[src/rtl/dcache_bus_arbiter.sv]
// Two-core coherence bus arbiter: grants GET_S/GET_M/PUT_M, feeds a one-entry memory-issue buffer and an in-order response queue.
// Optional macro BUS_ARB_RR_EN selects round-robin arbitration; otherwise core 0 has fixed priority.
`ifndef DCACHE_TAG_W
`define DCACHE_TAG_W 20
`endif
`ifndef DCACHE_IDX_W
`define DCACHE_IDX_W 6
`endif

package dcache_bus_pkg;
  typedef enum logic [1:0] {
    NONE  = 2'd0,
    GET_S = 2'd1,
    GET_M = 2'd2,
    PUT_M = 2'd3
  } message_t;

  localparam logic [1:0] BUS_NONE  = 2'd0;
  localparam logic [1:0] BUS_LOAD  = 2'd1;
  localparam logic [1:0] BUS_STORE = 2'd2;
endpackage

module dcache_bus_arbiter
  import dcache_bus_pkg::*;
#(
  parameter int RSPQ_DEPTH = 4
) (
  input  logic                            clk,
  input  logic                            rst,
  input  logic [1:0]                      Dctrl2bus_req_en_i,
  input  logic [1:0][`DCACHE_TAG_W-1:0]   Dctrl2bus_req_tag_i,
  input  logic [1:0][`DCACHE_IDX_W-1:0]   Dctrl2bus_req_idx_i,
  input  logic [1:0][63:0]                Dctrl2bus_req_data_i,
  input  message_t [1:0]                  Dctrl2bus_req_message_i,
  output logic [1:0]                      bus2Dctrl_req_ack_o,
  output logic                            bus2Dctrl_req_id_o,
  output logic [`DCACHE_TAG_W-1:0]        bus2Dctrl_req_tag_o,
  output logic [`DCACHE_IDX_W-1:0]        bus2Dctrl_req_idx_o,
  output message_t                        bus2Dctrl_req_message_o,
  input  logic [1:0]                      Dctrl2bus_rsp_vld_i,
  input  logic [1:0][63:0]                Dctrl2bus_rsp_data_i,
  output logic                            bus2Dctrl_rsp_vld_o,
  output logic                            bus2Dctrl_rsp_id_o,
  output logic [63:0]                     bus2Dctrl_rsp_data_o,
  input  logic [1:0]                      Dctrl2bus_rsp_ack_i,
  output logic [1:0]                      bus2mem_command_o,
  output logic [63:0]                     bus2mem_addr_o,
  output logic [63:0]                     bus2mem_data_o,
  input  logic [3:0]                      mem2bus_response_i,
  input  logic [63:0]                     mem2bus_data_i,
  input  logic [3:0]                      mem2bus_tag_i
);

  localparam int PW  = $clog2(RSPQ_DEPTH);
  localparam int CW  = PW + 1;
  localparam int AW  = `DCACHE_TAG_W + `DCACHE_IDX_W + 3;

  logic [RSPQ_DEPTH-1:0] r_q_vld;
  logic [RSPQ_DEPTH-1:0] r_q_dvld;
  logic [RSPQ_DEPTH-1:0] r_q_id;
  logic [3:0]            r_q_tag  [RSPQ_DEPTH];
  logic [63:0]           r_q_data [RSPQ_DEPTH];
  logic [PW-1:0]         r_head;
  logic [PW-1:0]         r_tail;
  logic [CW-1:0]         r_count;

  logic                  r_mib_vld;
  logic [1:0]            r_mib_cmd;
  logic [63:0]           r_mib_addr;
  logic [63:0]           r_mib_data;
  logic [PW-1:0]         r_mib_ptr;

  logic [1:0]            w_elig;
  logic                  w_gnt_vld;
  logic                  w_gnt_id;
  message_t              w_msg;
  logic                  w_alloc;
  logic                  w_put;
  logic                  w_hit;
  logic [63:0]           w_peer_data;
  logic [63:0]           w_addr;
  logic                  w_pop;
  logic                  w_accept;

`ifdef BUS_ARB_RR_EN
  logic                  r_last;
`endif

  // Per-core eligibility: memory-touching requests need the MIB free, GET_S also a queue slot.
  always_comb begin
    w_elig = 2'b00;
    for (int i = 0; i < 2; i++) begin
      if (Dctrl2bus_req_en_i[i] && !rst) begin
        case (Dctrl2bus_req_message_i[i])
          GET_M:   w_elig[i] = 1'b1;
          GET_S:   w_elig[i] = !r_mib_vld && (r_count < CW'(RSPQ_DEPTH));
          PUT_M:   w_elig[i] = !r_mib_vld;
          default: w_elig[i] = 1'b0;
        endcase
      end else begin
        w_elig[i] = 1'b0;
      end
    end
  end

  // Winner selection; the tie-break is the only difference between the two arbitration modes.
  always_comb begin
    w_gnt_vld = |w_elig;
`ifdef BUS_ARB_RR_EN
    if (&w_elig) begin
      w_gnt_id = ~r_last;
    end else begin
      w_gnt_id = w_elig[1];
    end
`else
    w_gnt_id = w_elig[1] & ~w_elig[0];
`endif
  end

  assign w_msg       = w_gnt_vld ? Dctrl2bus_req_message_i[w_gnt_id] : NONE;
  assign w_alloc     = w_gnt_vld && (w_msg == GET_S);
  assign w_put       = w_gnt_vld && (w_msg == PUT_M);
  assign w_hit       = Dctrl2bus_rsp_vld_i[~w_gnt_id];
  assign w_peer_data = Dctrl2bus_rsp_data_i[~w_gnt_id];
  assign w_addr      = {{(64-AW){1'b0}}, Dctrl2bus_req_tag_i[w_gnt_id],
                        Dctrl2bus_req_idx_i[w_gnt_id], 3'b000};
  assign w_pop       = r_q_vld[r_head] && r_q_dvld[r_head] && Dctrl2bus_rsp_ack_i[r_q_id[r_head]];
  assign w_accept    = r_mib_vld && (mem2bus_response_i != 4'd0);

  assign bus2Dctrl_req_ack_o     = w_gnt_vld ? (w_gnt_id ? 2'b10 : 2'b01) : 2'b00;
  assign bus2Dctrl_req_id_o      = w_gnt_vld & w_gnt_id;
  assign bus2Dctrl_req_tag_o     = w_gnt_vld ? Dctrl2bus_req_tag_i[w_gnt_id] : {`DCACHE_TAG_W{1'b0}};
  assign bus2Dctrl_req_idx_o     = w_gnt_vld ? Dctrl2bus_req_idx_i[w_gnt_id] : {`DCACHE_IDX_W{1'b0}};
  assign bus2Dctrl_req_message_o = w_msg;

  assign bus2Dctrl_rsp_vld_o  = r_q_vld[r_head] & r_q_dvld[r_head];
  assign bus2Dctrl_rsp_id_o   = bus2Dctrl_rsp_vld_o & r_q_id[r_head];
  assign bus2Dctrl_rsp_data_o = bus2Dctrl_rsp_vld_o ? r_q_data[r_head] : 64'd0;

  assign bus2mem_command_o = r_mib_vld ? r_mib_cmd  : BUS_NONE;
  assign bus2mem_addr_o    = r_mib_vld ? r_mib_addr : 64'd0;
  assign bus2mem_data_o    = r_mib_vld ? r_mib_data : 64'd0;

  // Response queue entries: memory fill, accept-tag link, pop at head, allocate at tail.
  always_ff @(posedge clk) begin
    if (rst) begin
      r_q_vld  <= '0;
      r_q_dvld <= '0;
      r_q_id   <= '0;
      for (int j = 0; j < RSPQ_DEPTH; j++) begin
        r_q_tag[j]  <= 4'd0;
        r_q_data[j] <= 64'd0;
      end
    end else begin
      // Unaccepted entries keep mem_tag 0, which never matches a real return.
      for (int j = 0; j < RSPQ_DEPTH; j++) begin
        if ((mem2bus_tag_i != 4'd0) && r_q_vld[j] && !r_q_dvld[j] && (r_q_tag[j] == mem2bus_tag_i)) begin
          r_q_data[j] <= mem2bus_data_i;
          r_q_dvld[j] <= 1'b1;
        end
      end
      if (w_accept && (r_mib_cmd == BUS_LOAD)) begin
        r_q_tag[r_mib_ptr] <= mem2bus_response_i;
      end
      if (w_pop) begin
        r_q_vld[r_head] <= 1'b0;
      end
      if (w_alloc) begin
        r_q_vld[r_tail]  <= 1'b1;
        r_q_id[r_tail]   <= w_gnt_id;
        r_q_dvld[r_tail] <= w_hit;
        r_q_tag[r_tail]  <= 4'd0;
        r_q_data[r_tail] <= w_hit ? w_peer_data : 64'd0;
      end
    end
  end

  // Queue pointers and occupancy count.
  always_ff @(posedge clk) begin
    if (rst) begin
      r_head  <= '0;
      r_tail  <= '0;
      r_count <= '0;
    end else begin
      if (w_pop) begin
        r_head <= r_head + 1'b1;
      end
      if (w_alloc) begin
        r_tail <= r_tail + 1'b1;
      end
      case ({w_alloc, w_pop})
        2'b10:   r_count <= r_count + 1'b1;
        2'b01:   r_count <= r_count - 1'b1;
        default: r_count <= r_count;
      endcase
    end
  end

  // Memory-issue buffer: loaded by a GET_S miss or PUT_M, released on memory accept.
  always_ff @(posedge clk) begin
    if (rst) begin
      r_mib_vld  <= 1'b0;
      r_mib_cmd  <= BUS_NONE;
      r_mib_addr <= 64'd0;
      r_mib_data <= 64'd0;
      r_mib_ptr  <= '0;
    end else if (w_accept) begin
      r_mib_vld <= 1'b0;
    end else if (w_alloc && !w_hit) begin
      r_mib_vld  <= 1'b1;
      r_mib_cmd  <= BUS_LOAD;
      r_mib_addr <= w_addr;
      r_mib_data <= 64'd0;
      r_mib_ptr  <= r_tail;
    end else if (w_put) begin
      r_mib_vld  <= 1'b1;
      r_mib_cmd  <= BUS_STORE;
      r_mib_addr <= w_addr;
      r_mib_data <= Dctrl2bus_req_data_i[w_gnt_id];
    end else begin
      r_mib_vld <= r_mib_vld;
    end
  end

`ifdef BUS_ARB_RR_EN
  // Last-granted core, moved only when a grant happens.
  always_ff @(posedge clk) begin
    if (rst) begin
      r_last <= 1'b1;
    end else if (w_gnt_vld) begin
      r_last <= w_gnt_id;
    end else begin
      r_last <= r_last;
    end
  end
`endif

endmodule

[config.mk]
export PLATFORM = sky130hd
export DESIGN_NAME = dcache_bus_arbiter
export DESIGN_NICKNAME = d
export VERILOG_FILES = /design/src/rtl/dcache_bus_arbiter.sv
export SDC_FILE = /design/constraint.sdc
export NUM_CORES = 1
export LEC_CHECK = 0
export CAP_MARGIN = 30
export CORE_AREA = 2 2 238 240
export CTS_BUF_LIST = sky130_fd_sc_hd__clkbuf_16
export CTS_CLUSTER_SIZE = 14
export DETAILED_ROUTE_END_ITERATION = 16
export DIE_AREA = 0 0 240 242
export PLACE_DENSITY_LB_ADDON = 0.1
export SYNTH_ARGS = -nofsm -noshare
export SYNTH_HDL_FRONTEND = slang
export SYNTH_SLANG_ARGS = --single-unit
[constraint.sdc]
create_clock -name clk -period 5.9 [get_ports clk]
set_input_delay 1.18 -clock clk [delete_from_list [all_inputs] [get_ports clk]]
set_output_delay 1.18 -clock clk [all_outputs]
set_load 0.03 [all_outputs]
---- After elaboration in Yosys (flattened, before gate mapping) ----
Memory sizes are Yosys's and may differ from the RTL's. A register that Yosys moved wholly into a read port is not among the register bits.
Index checks and enable logic that the tools add are counted.
storage, ports and cells
  register bits ........................... 152
  memory bits (writable) .................. 272
  input port bits ......................... 392
  output and inout port bits .............. 227
  memories ................................ 2
cells by class
  $add $sub $neg .......................... 4
  $lt $le $gt $ge ......................... 8
  equal/unequal tests ..................... 15
  multiplexer cells ....................... 93
  bitwise logic cells ..................... 14
  reductions and logical operators ........ 41
memory list
  name      words  width  rd ports  clocked after Yosys merged registers in  wr ports  RTL line  RTL
  r_q_data  4      64     1         1                                        5         62        logic [63:0] r_q_data [RSPQ_DEPTH];
  r_q_tag   4      4      4         0                                        4         61        logic [3:0] r_q_tag [RSPQ_DEPTH];
operators with widths
  kind                   number
  $mux W64               16
  $mux W20               3
  $mux W1                43
  $logic_and A1 B1 Y1    24
  $mux W2                12
  $mux W4                6
  $mux W6                3
  $eq A4 B4 Y1           4
  $eq A2 B2 Y1 const B   6
  $eq A2 B1 Y1 const B   5
  $bwmux W4              2
  $reduce_bool A4 Y1     2
  $reduce_or A4 Y1       2
  $logic_not A1 Y1       7
  $bmux W1 S2            3
  $lt A1 B2 Y1 const B   3
  $lt A2 B3 Y1 const B   2
  $pmux W1 S3            2
  $pmux W3 S2            1
  $add A2 B1 Y2 const B  2
  $and A1 B1 Y1          4
  $and A4 B4 Y4          1
  $demux W1 S2           2
  $ge A2 B1 Y1 const B   2
  10 further kinds       18

---- Depth between registers and ports, before layout ----
  word-level depth ........................ 16
  depth in mapped cells ................... 10
  gate-level depth less buffers ........... 9

---- Worst setup path before layout ----
OpenSTA, ideal clock, no wires.
  kind .................................... input port to flip-flop
  start point ............................. input port Dctrl2bus_req_en_i[0]
  end point ............................... memory r_q_data[2][0], enable pin
  setup time .............................. 852 ps
  arrival time ............................ 3933 ps
  slack ................................... 1114 ps
  stages .................................. 8
  cell sequence ........................... nor2b_1 -> nand3_1 -> a41o_1 -> buf_4 -> buf_2 -> nand2_1 -> clkbuf_1 -> nand3_1
RTL lines
  what                RTL line  RTL
  start: declaration  30        input logic [1:0] Dctrl2bus_req_en_i,
  end: declaration    62

---- Final worst setup path ----
  start point ............................. input port rst
  end point ............................... output port bus2Dctrl_req_idx_o[4]
on the way
  cells in the longest elaborated chain, start to end .. 8
  elaborated cells between the ends (all ways) .. 11
RTL lines
  what                                         RTL line  RTL
  start: declaration                           29        input logic rst,
  $logic_not A1 Y1 (*)                         93        if (Dctrl2bus_req_en_i[i] && !rst) begin
  $logic_and A1 B1 Y1                          93
  $mux W1                                      93
  $not A1 Y1                                   116       w_gnt_id = w_elig[1] & ~w_elig[0];
  $and A1 B1 Y1                                116
  $mux W6 (implied by the code) (2 in series)  133       assign bus2Dctrl_req_idx_o = w_gnt_vld ? Dctrl2bus_req_idx_i[w_gnt_id] : {`DCACHE_IDX_W{1'b0}};
  $mux W6 (*)                                  133
  end: declaration                             38        output logic [`DCACHE_IDX_W-1:0] bus2Dctrl_req_idx_o,
Every way passes the cells marked *; elsewhere a longest branch is shown, timed or not. The select of a mux whose other input is x is not followed.

==> metrics.csv <==
stage,metric,value,unit
run,maxCapViolCount,0,
cts,ctsResizeCount,0,
global_route,grt_antenna_before_repair,22,
cells_and_area,ff_latch_area,10500,um^2
synth,ys_types,61,
synth,synth_warnings,0,
placed_design,dp.final_hpwl,49.73,mm
synth,syn-instance-count,1730,
cts,clock-sinks,388,
die,die_x,240,um
global_route,grt_pass1_wl,109.8,mm
die,coreArea,55730,um^2
cells_and_area,final_nets,2627,
placed_design,io_buffers,580,
timing,max-slew-margin-rel,33.73,%
cts,cts_tree,done,
cts,clockBufferDepth,3,
timing,rsz0062_at_grt,no,
routing,ant_nets,0,
power_and_ir_drop,p_per_area,232.2,nW/um^2
critical_path,crit_required,4.72,ns
timing,setup_violations,0,
cells_and_area,syn_to_final_growth,37.26,%
synth,netlist_area,20830,um^2
timing,tightestPinTransition,0.9903,ns
die,start_util,37.38,%
routing,drt-initial-drc-count,1350,
status,status,completed,
placed_design,place_inst,2933,
cts,post_cts_buffers,0,
critical_path,cp-end-kind,output pin,
timing,setup_tns,0,ns
placed_design,dp_slack,0.7794,ns
critical_path,arrival,3.53,ns
cts,clk_latency,0.58,ns
cts,htreeDepth,2,
timing,final_hold_viol_count,0,
cts,clk_pin_slew,0.05,ns
timing,period_share,79.80,%
power_and_ir_drop,vdd_drop_max,0.1894,mV
global_route,grt-ovfl-total,0,
placed_design,gp_congestion,0.8200,
synth,synthFlopType,edfxtp_1,
cells_and_area,layout-drive-gt1-share,10.31,%
routing,remaining_drc_errors,0,
die,top_level_ports,619,
cts,cts_buffers,45,
global_route,grt_max_degree,75,
synth,synth_edf_count,272,
global_route,grt_pass1_vias,17320,
routing,drt_first_pass_iters,6,
timing,holdWs,0.4532,ns
timing,setup_ws,1.192,ns
cts,clk_root_buffer_cell,clkbuf_16,
synth,synth.avg_cell_area,12.04,um^2
routing,routed_wl,75.20,mm
timing,fin_crit,4.708,ns
worst_hold_path,min_path_type,reg2reg,
timing,finalMaxSlewViolations,0,
cts,cts_hold_buffers,0,
routing,vias,16960,
synth,ys_ff_latch,388,
global_route,grtUsageTotal,25.07,%
critical_path,start_kind,primary input,
synth,synthArstFlopShare,0,%
timing,skew,0.02209,ns
die,dieArea,58080,um^2
critical_path,critPathKind,in2out,
critical_path,r2r_slack,1.91,ns
die,rows,87,
cells_and_area,multi_input_area,9464,um^2
die,dieHeight,242,um
critical_path,critPathMaxFanout,74,
cells_and_area,fillCellCount,5081,
timing,clock.fmax,212.4,MHz
synth,yosysSeqAreaShare,50.36,%
routing,viasPerCell,5.603,
power_and_ir_drop,cellLeakagePower,0.01014,uW
cells_and_area,layoutNonFillerInstCount,3027,
routing,wire_per_inst,24.84,um
## power breakdown
group	total [uW]	internal (uW)	switching [uW]
clock	2610	1470	1140
combinational	947	449	498
sequential	3080	3030	45.3
## sequential cells by signal, indices dropped and copies added, names as in the netlist, named ones only
signal      count
r_mib_ptr       2
r_q_data      256
r_q_vld         4
r_mib_cmd       2
r_q_id          4
r_mib_vld       1
r_head          2
r_mib_addr     26
r_count         3
r_tail          2
r_q_dvld        4
r_q_tag        16
r_mib_data     64
## synth_stat cells (all sizes together), types with 65 or more instances
cell	instances	area share (%)
mux2i	120	5.8
and2	96	2.9
clkbuf	91	1.6
o2bb2ai	68	2.9
buf	120	3.4
nand2	65	1.2
nand3	68	1.6
dfxtp	116	11
a22o	236	9.9
nor2b	72	2.2
mux4	66	7.1
o21ai	68	1.7
edfxtp	272	39
## cells by family after synthesis
logic type | after synthesis | share of synthesized area [%]
AOI/OAI and AO/OA | 538 | 20.69
DFF | 388 | 50.36
and+or+nand+nor | 351 | 9.160
buffers and inverters | 241 | 5.610
muxes | 186 | 12.90
xor gates and xnor gates | 15 | 0.6307
adders and majority gates | 10 | 0.6367
other | 1 | 0.01800
## worst max-delay path, cell delays in order
cell and delay, ns:
clkdlybuf4s50_1 0.60, nor2b_1 0.34, o211ai_4 0.15, inv_4 0.43, nor2_4 0.08, buf_12 0.23, a22o_1 0.26, buf_4 0.17
## worst paths after layout
kind,cells past startpoint,startpoint,end
max,8,rst,bus2Dctrl_req_idx_o[4]
min,2,r_mib_addr[14],r_mib_addr[14]
max reg2reg,7,r_mib_vld,r_q_data[3][18]
min reg2reg,2,r_mib_addr[14],r_mib_addr[14]
## through the flow
step                area (um^2)  power, uW  util, %
global placement          27140       4067    48.70
detailed placement        27200       4083    48.81
floorplan                 20970       3605        -
CTS                       28560       6693    51.24
global route              28590       6866    51.30
finish                    28590       6638    51.30
## routing by layer
metal	global-route usage, %	vias up	routed length, um
met2	43.20	736	37830
met1	30.90	8386	29490
met5	0	-	120
met3	5.925	114	6032
met4	7.801	20	1725
li1	-	7703	-
## cells in the final DEF (no fill, tap or decap), types with 8 or more instances in the layout
master / netlist / layout
diode_2: 0 / 12
nor2b_1: 72 / 72
nor2_1: 22 / 21
o22ai_1: 29 / 29
conb_1: 1 / 38
o32ai_1: 9 / 9
inv_1: 28 / 42
mux4_2: 66 / 65
and2_1: 96 / 94
o21ai_0: 66 / 66
buf_4: 46 / 58
a22oi_1: 55 / 55
a21oi_1: 12 / 12
mux2i_1: 120 / 120
o2bb2ai_1: 68 / 68
clkdlybuf4s50_1: 0 / 552
clkbuf_16: 0 / 45
edfxtp_1: 272 / 272
ha_1: 9 / 9
dfxtp_1: 116 / 113
buf_12: 0 / 8
nand3_1: 68 / 65
nand2_1: 65 / 63
a211oi_1: 9 / 8
a22o_1: 236 / 236
a2bb2o_1: 10 / 10
xnor2_1: 12 / 12
a32o_1: 9 / 9
## area by class of cell
| cell class | count | share of cell area [%] |
|---|---|---|
| sequential | 388 | 36.72 |
| timing repair buffer | 622 | 21.63 |
| clock inverter | 36 | 0.7921 |
| tap | 756 | 3.308 |
| multi-input combinational | 1138 | 33.10 |
| antenna | 12 | 0.1050 |
| inverter | 30 | 0.4026 |
| clock buffer | 45 | 3.938 |
(Power assumes the default switching activity.)
